File: config.mk
export PLATFORM = sky130hd
export DESIGN_NAME = logic_healthcare_system_controller
export DESIGN_NICKNAME = d
export VERILOG_FILES = /design/src/rtl/logic_healthcare_system_controller_pkg.sv /design/src/rtl/logic_healthcare_system_controller_abnormality_priority_encoder.sv /design/src/rtl/logic_healthcare_system_controller.sv
export SDC_FILE = /design/constraint.sdc
export NUM_CORES = 1
export LEC_CHECK = 0
export ABC_AREA = 1
export BUFFER_PORTS_ARGS = -buffer_cell sky130_fd_sc_hd__buf_2
export CORE_MARGIN = 10
export CORE_UTILIZATION = 34
export DETAILED_ROUTE_END_ITERATION = 16
export PLACE_DENSITY = 0.5
export SLEW_MARGIN = 25
export SYNTH_ARGS = -nofsm -noshare
export SYNTH_HDL_FRONTEND = slang
export SYNTH_SLANG_ARGS = --single-unit
File: constraint.sdc
create_clock -name clock -period 3.86 [get_ports clock]
set_input_delay 0.579 -clock clock [delete_from_list [all_inputs] [get_ports clock]]
set_output_delay 0.579 -clock clock [all_outputs]
set_load 0.005 [all_outputs]
File: src/rtl/logic_healthcare_system_controller_pkg.sv
// Shared severity type and sensor-level constants for the patient-monitoring
// warning controller.
package logic_healthcare_system_controller_pkg;

  typedef logic [2:0] severity_t;

  localparam severity_t WARN_NONE        = 3'd0;
  localparam severity_t WARN_TEMP        = 3'd1;
  localparam severity_t WARN_NERV_MILD   = 3'd2;
  localparam severity_t WARN_BLOOD       = 3'd3;
  localparam severity_t WARN_PRESSURE    = 3'd4;
  localparam severity_t WARN_NERV_MOD    = 3'd5;
  localparam severity_t WARN_FALL        = 3'd6;
  localparam severity_t WARN_NERV_SEVERE = 3'd7;

  localparam logic [1:0] NERV_NONE     = 2'd0;
  localparam logic [1:0] NERV_MILD     = 2'd1;
  localparam logic [1:0] NERV_MODERATE = 2'd2;
  localparam logic [1:0] NERV_SEVERE   = 2'd3;

endpackage

File: src/rtl/logic_healthcare_system_controller_abnormality_priority_encoder.sv
// Combinational strict-priority encoder: folds the sensor flags into a single
// candidate severity code, highest-priority match wins.
module abnormality_priority_encoder
  import logic_healthcare_system_controller_pkg::*;
(
  input  logic       presure_abn_i,
  input  logic       blood_abn_i,
  input  logic       fall_i,
  input  logic       temp_abn_i,
  input  logic [1:0] nerv_lvl_i,
  output logic [2:0] cand_o
);

  always_comb begin
    cand_o = WARN_NONE;
    if (nerv_lvl_i == NERV_SEVERE)        cand_o = WARN_NERV_SEVERE;
    else if (fall_i)                      cand_o = WARN_FALL;
    else if (nerv_lvl_i == NERV_MODERATE) cand_o = WARN_NERV_MOD;
    else if (presure_abn_i)               cand_o = WARN_PRESSURE;
    else if (blood_abn_i)                 cand_o = WARN_BLOOD;
    else if (nerv_lvl_i == NERV_MILD)     cand_o = WARN_NERV_MILD;
    else if (temp_abn_i)                  cand_o = WARN_TEMP;
  end

endmodule

File: src/rtl/logic_healthcare_system_controller.sv
// Warning severity register: escalates immediately, de-escalates only after a
// lower candidate has persisted for HOLD_CYCLES consecutive clocks.
module logic_healthcare_system_controller
  import logic_healthcare_system_controller_pkg::*;
#(
  parameter int HOLD_CYCLES = 2
) (
  input  logic       clock,
  input  logic       reset,
  input  logic       presureAbnormality,
  input  logic       bloodAbnormality,
  input  logic       fallDetected,
  input  logic       temperatureAbnormality,
  input  logic [1:0] nervousAbnormality,
  output logic [2:0] abnormaliryWarning
);

  localparam logic [3:0] HOLD_C = 4'(HOLD_CYCLES);

  severity_t  cand;
  severity_t  warn_q, warn_d;
  severity_t  pend_q, pend_d;
  logic [3:0] cnt_q, cnt_d;
  logic [3:0] cnt_nxt;

  abnormality_priority_encoder u_enc (
    .presure_abn_i (presureAbnormality),
    .blood_abn_i   (bloodAbnormality),
    .fall_i        (fallDetected),
    .temp_abn_i    (temperatureAbnormality),
    .nerv_lvl_i    (nervousAbnormality),
    .cand_o        (cand)
  );

  always_comb begin
    warn_d  = warn_q;
    pend_d  = pend_q;
    cnt_d   = cnt_q;
    cnt_nxt = cnt_q;
    if (cand > warn_q) begin
      warn_d = cand;
      cnt_d  = 4'd0;
    end else if (cand == warn_q) begin
      cnt_d = 4'd0;
    end else begin
      // A different lower code restarts the hold with that code as the target.
      if (cand != pend_q) begin
        pend_d  = cand;
        cnt_nxt = 4'd1;
      end else if (cnt_q >= HOLD_C) begin
        cnt_nxt = HOLD_C;
      end else begin
        cnt_nxt = cnt_q + 4'd1;
      end
      if (cnt_nxt >= HOLD_C) begin
        warn_d = pend_d;
        cnt_d  = 4'd0;
      end else begin
        cnt_d = cnt_nxt;
      end
    end
  end

  always_ff @(posedge clock) begin
    if (reset) begin
      warn_q <= WARN_NONE;
      pend_q <= WARN_NONE;
      cnt_q  <= 4'd0;
    end else begin
      warn_q <= warn_d;
      pend_q <= pend_d;
      cnt_q  <= cnt_d;
    end
  end

  assign abnormaliryWarning = warn_q;

endmodule

== Word level (Yosys, flattened, before mapping) ==
Cells that the tools add are included.

* Add/subtract/negate cells: 1
* Multiply operators: 0
* Div/mod/pow operators: 0
* Order comparisons: 3
* Eq/ne operators: 6
* Shift operators: 0
* Mux-type cells: 15
* Bitwise gates (word level): 2
* Reductions and logical operators: 4

{| class="wikitable"
|+ Operator list
! kind !! count
|-
| 2-to-1 mux 3 bit || 10
|-
| 2-to-1 mux 4 bit || 4
|-
| >= comparator 4 x 2 -> 1 bit, second input constant || 2
|-
| adder 4 x 1 -> 4 bit, second input constant || 1
|-
| == test 2 bit, second input constant || 2
|-
| AND reduction 2 bit || 2
|-
| OR reduction 4 bit || 1
|-
| == test 3 bit || 1
|-
| greater-than comparator 3 bit || 1
|-
| inequality test 3 bit || 1
|-
| == test 2 x 1 -> 1 bit, second input constant || 1
|-
| inequality test 2 bit, second input constant || 1
|-
| inverter 1 bit || 2
|-
| nonzero test 2 bit || 1
|-
| 2-to-1 mux 1 bit || 1
|}

* Flip-flop bits (word level): 10
* Latch bits: 0
* Bits in writable memories: 0
* Bits in read-only memories: 0
* Bits of input ports: 8
* Output and inout port bits: 3
* Memories: 0

== Logic depth before layout (Yosys ltp) ==
* Word-level depth: 15
* Mapped depth: 15
* Mapped depth without buffers: 15

== Modules after synthesis ==
Synthesis repeated with hierarchy kept, for this count alone.

* Cell total of the unflattened synthesis: 88
* Area, all modules: 608.1 µm²

{| class="wikitable"
|+ Modules (own cells, without submodules)
! module !! times used !! cells an instance !! area an instance (µm²) !! sequential area each (µm²)
|-
| logic_healthcare_system_controller || 1 || 71 || 539.3 || 200.2
|-
| abnormality_priority_encoder || 1 || 17 || 68.8 || 0.0
|}

== Worst setup path after synthesis ==
No wires, ideal clock.

* Kind: input to register
* Start point: input nervousAbnormality[1]
* End point: register pend_q[0]
* Setup time: 0.114 ns
* Arrival time: 1.749 ns
* Path slack: 1.996 ns
* Cell stages on the path: 9
* Cells stage by stage: nand2_1 -> o21ai_1 -> nand2_1 -> nand2_1 -> ha_1 -> a31oi_1 -> nand3_1 -> a21oi_1 -> nor2_1

* Longest elaborated chain between the ends: 10

{| class="wikitable"
|+ RTL lines
! item !! RTL line !! source
|-
| from (decl) || logic_healthcare_system_controller.sv:14 || <nowiki>input logic [1:0] nervousAbnormality,</nowiki>
|-
| == test 2 x 1 -> 1 bit || logic_healthcare_system_controller_abnormality_priority_encoder.sv:21 || <nowiki>else if (nerv_lvl_i == NERV_MILD) cand_o = WARN_NERV_MILD;</nowiki>
|-
| 2-to-1 mux 3 bit || logic_healthcare_system_controller_abnormality_priority_encoder.sv:21 ||
|-
| 2-to-1 mux 3 bit || logic_healthcare_system_controller_abnormality_priority_encoder.sv:20 || <nowiki>else if (blood_abn_i) cand_o = WARN_BLOOD;</nowiki>
|-
| 2-to-1 mux 3 bit || logic_healthcare_system_controller_abnormality_priority_encoder.sv:19 || <nowiki>else if (presure_abn_i) cand_o = WARN_PRESSURE;</nowiki>
|-
| 2-to-1 mux 3 bit || logic_healthcare_system_controller_abnormality_priority_encoder.sv:18 || <nowiki>else if (nerv_lvl_i == NERV_MODERATE) cand_o = WARN_NERV_MOD;</nowiki>
|-
| 2-to-1 mux 3 bit || logic_healthcare_system_controller_abnormality_priority_encoder.sv:17 || <nowiki>else if (fall_i) cand_o = WARN_FALL;</nowiki>
|-
| 2-to-1 mux 3 bit * || logic_healthcare_system_controller_abnormality_priority_encoder.sv:16 || <nowiki>if (nerv_lvl_i == NERV_SEVERE) cand_o = WARN_NERV_SEVERE;</nowiki>
|-
| greater-than comparator 3 bit or == test 3 bit (tied branches) || logic_healthcare_system_controller.sv:40, logic_healthcare_system_controller.sv:43 ||
|-
| inverter 1 bit (no line) || n/a ||
|-
| AND reduction 2 bit (no line) || n/a ||
|-
| to (signal assigned) || logic_healthcare_system_controller.sv:71 || <nowiki>pend_q <= pend_d;</nowiki>
|-
| to (decl) || logic_healthcare_system_controller.sv:22 || <nowiki>severity_t pend_q, pend_d;</nowiki>
|}

Mark *: on every way between the ends. The rest lies on a longest branch, timed or not.
A chain may end at the register's enable or synchronous reset.

== Final worst setup path ==
Same ends and word-level chain as after synthesis.

==> results.md <==
* Hold WC Path Type: flop to flop
* DP Area at 699 sq um
* Gr ovfl total at 0
* Clk buf depth at 2
* Layout cells sized above 1 at 20.8%
* Die X at 62.4 microns
* Worst R2R Setup Slack at 2.31 ns
* CP max FO at 7
* H-tree levels at 1
* Post-synth top area cell: dfxtp_1
* Layout Cells excl Fill at 131
* Finish-stage setup viols at 0
* Number of detailed-route iterations in the first pass at 4
* Die area at 3890 sq um
* DR DRC count at 0
* Aggregate routed wire length at ~1.2 mm
* Routability cong. at 0.712
* Max_cap viols at 0
* Synth async-reset ratio at 0%
* Core box area at between 1500 and 2000 sq um
* Crit path DAT at 2.06 ns
* Register area share after synthesis at 32.8%
* Fin crit share at 49.2%
* Total CTS buffers at 3
* Detailed Place HPWL at 988 microns
* Final hold vios at 0
* Area contributors post-synth: dfxtp_1 33%, nand2_1 13%, ha_1 10%
* Reg-to-Reg End: pend_q[0]
* Leakage power at 0.383 nW
* Ys Warns at 0
* Largest net degree at the start of global routing at 9
* Initial Util at between 30 and 40%
* Synthesis-to-layout area growth at 20.5%
* Clock Skew at 0.00379 ns
* CTS resizes at 0
* Synth Flop Type: dfxtp_1
* Row count at 15
* DR vias/cell at 4.24
* Peak supply drop at 0.000262 V
* Clk_lat worst skew at between 0.2 and 0.3 ns
* Critical path depth at 10
* Most frequent cell after synthesis: nand2_1
* Vias at 555
* Total Routing Usage GR at 6.17%
* Synth cell count leaders: 21 x nand2_1, 14 x inv_1, 10 x dfxtp_1, 9 x nor2_1
* Critical path destination: pend_q[0]
* N_diodes at 0
* Avg Inst Size Synth at 6.78 sq um
* Crit-path cells: buf_2, nand2_1, o21ai_1, nand2_1, nand2_1, ha_1, a31oi_1, nand3_1, a21oi_1, nor2_1
* Unrepaired setup endpoints after global routing: no
* First-pass GRT wire length at 2.08 mm
* Util after Layout at roughly 43%
* Height of the chip at 62.4 microns
* Final Instance Area at 736 sq um
* Post-layout nets at 120
* CP Launch Type: input pin
* Synth Cell Area at 611 sq um
* CTS sink cnt at 10
* Peak Freq at 0.526 GHz
* Top cell by count, worst path: nand2_1
* Slew Limit Fails at 0
* Status: finished clean
* Initial antenna violation count at 0
* Setup TNS at 0 ns
* Starting DRT DRC Count at 9
* Max stage delay on crit path at approximately 0.31 ns
* Post-synth EDFFs at 0
* Vias in the first global route at 520
* Worst R2R Start: abnormaliryWarning[2]
* CTS tree: done
* Hold-fix buffers, CTS at 0
* Post-Synthesis Cells at 90
* CP bufs+invs at 1
* Ports at 11
* WS Path Type: input pin to flop
* Antenna viol nets, final at 0
* CP max-delay cell: ha_1
* Synth Register Bits at 10
* Worst hold start: pend_q[1]
* Crit end category: flop
* Dpl cells at 127
* Library cells used by synthesis at 20
* Post-CTS Setup Inserts at 0
* Cell family with most CP delay: simple AND/OR/NAND/NOR gates
* Top-area cell type share of the netlist area at 32.8%
* Tmin final at between 1.5 and 2 ns
* Worst Setup SP: nervousAbnormality[1]
* CTS root buf: clkbuf_4
* Port buffer count at 10
* Worst Path Required at roughly 4.0 ns
* Pwr dens at around 610 nW/um^2
* Register-to-Register Path Depth at 6
* Clock transition at path regs at 0.07 ns
* Routed len/inst at approximately 9 microns
-- worst min-delay path by stage --
stage / to / slack, ns / cells after the start
floorplan: pend_q[1] / 0.44 / 2
global placement: pend_q[1] / 0.45 / 2
detailed placement: pend_q[1] / 0.45 / 2
CTS: pend_q[1] / 0.46 / 2
global route: pend_q[2] / 0.49 / 2
finish: pend_q[1] / 0.46 / 2
-- stage by stage --
step	hold slack, ns	setup slack (ns)	power [mW]
2_1_floorplan	0.437	2.00	0.313
3_3_place_gp	0.448	1.71	0.361
3_5_place_dp	0.452	1.69	0.364
4_1_cts	0.465	1.96	0.457
5_1_grt	0.491	1.80	0.498
6_report	0.464	1.96	0.450
-- cells by family (layout without fill, tap and decap cells) --
| kind of cell | count (synthesis) | after routing | synth area share (%) |
|---|---|---|---|
| AOI/OAI and AO/OA | 13 | 13 | 12.5 |
| other | 1 | 3 | 0.614 |
| adders and majority gates | 5 | 5 | 10.2 |
| DFF | 10 | 10 | 32.8 |
| and+or+nand+nor | 44 | 44 | 33.4 |
| buffers and inverters | 17 | 31 | 10.5 |
-- worst reg2reg max path: cells and delay by family, from the launching register on --
| kind | cells | cell delay [ns] |
|---|---|---|
| AO/OA/AOI/OAI | 2 | 0.43 |
| adder cells (fa/ha/maj) | 1 | 0.33 |
| AND/OR/NAND/NOR | 2 | 0.29 |
| flip-flops | 1 | 0.35 |
| buffers and inverters | 1 | 0.05 |
-- area by class of cell --
type                            instances  area [sq um]
Fill cell                             200           972
Inverter                               17          63.8
Multi-Input combinational cell         65           354
Timing Repair Buffer                   10          50.0
Clock buffer                            4          36.3
Sequential cell                        10           200
Tap cell                               25          31.3
-- layout by cell type (no fill, tap or decap), types with 2 or more instances in the layout --
master and n:
a21oi_1 7, clkbuf_4 3, nand3_2 2, inv_2 2, nand2_1 21, ha_1 5
nor2_1 9, buf_2 10, dfxtp_1 10, o21ai_1 3, conb_1 3, nand3_1 7
inv_1 14
-- sequential cells by signal (all words and copies together), names as in the netlist --
register / cells
pend_q: 3
cnt_q: 4
abnormaliryWarning: 3
-- metal layers --
| layer | vias to the layer above | share of wire, % | global-route usage (%) |
|---|---|---|---|
| li1 | 313 | - | - |
| met1 | 231 | 53 | 6.90 |
| met2 | 9 | 42 | 10.8 |
| met3 | 2 | 4.3 | 2.15 |
| met4 | 0 | 0.68 | 1.68 |
| met5 | - | 0 | 0 |
-- report_power, final --
part	switching (mW)	internal (mW)	leakage (nW)	total, mW
registers	0.0223	0.136	0.0833	0.159
logic	0.117	0.0811	0.278	0.199
clock network	0.0356	0.0572	0.0210	0.0928
Note: power is estimated with default switching activity, not from simulation.
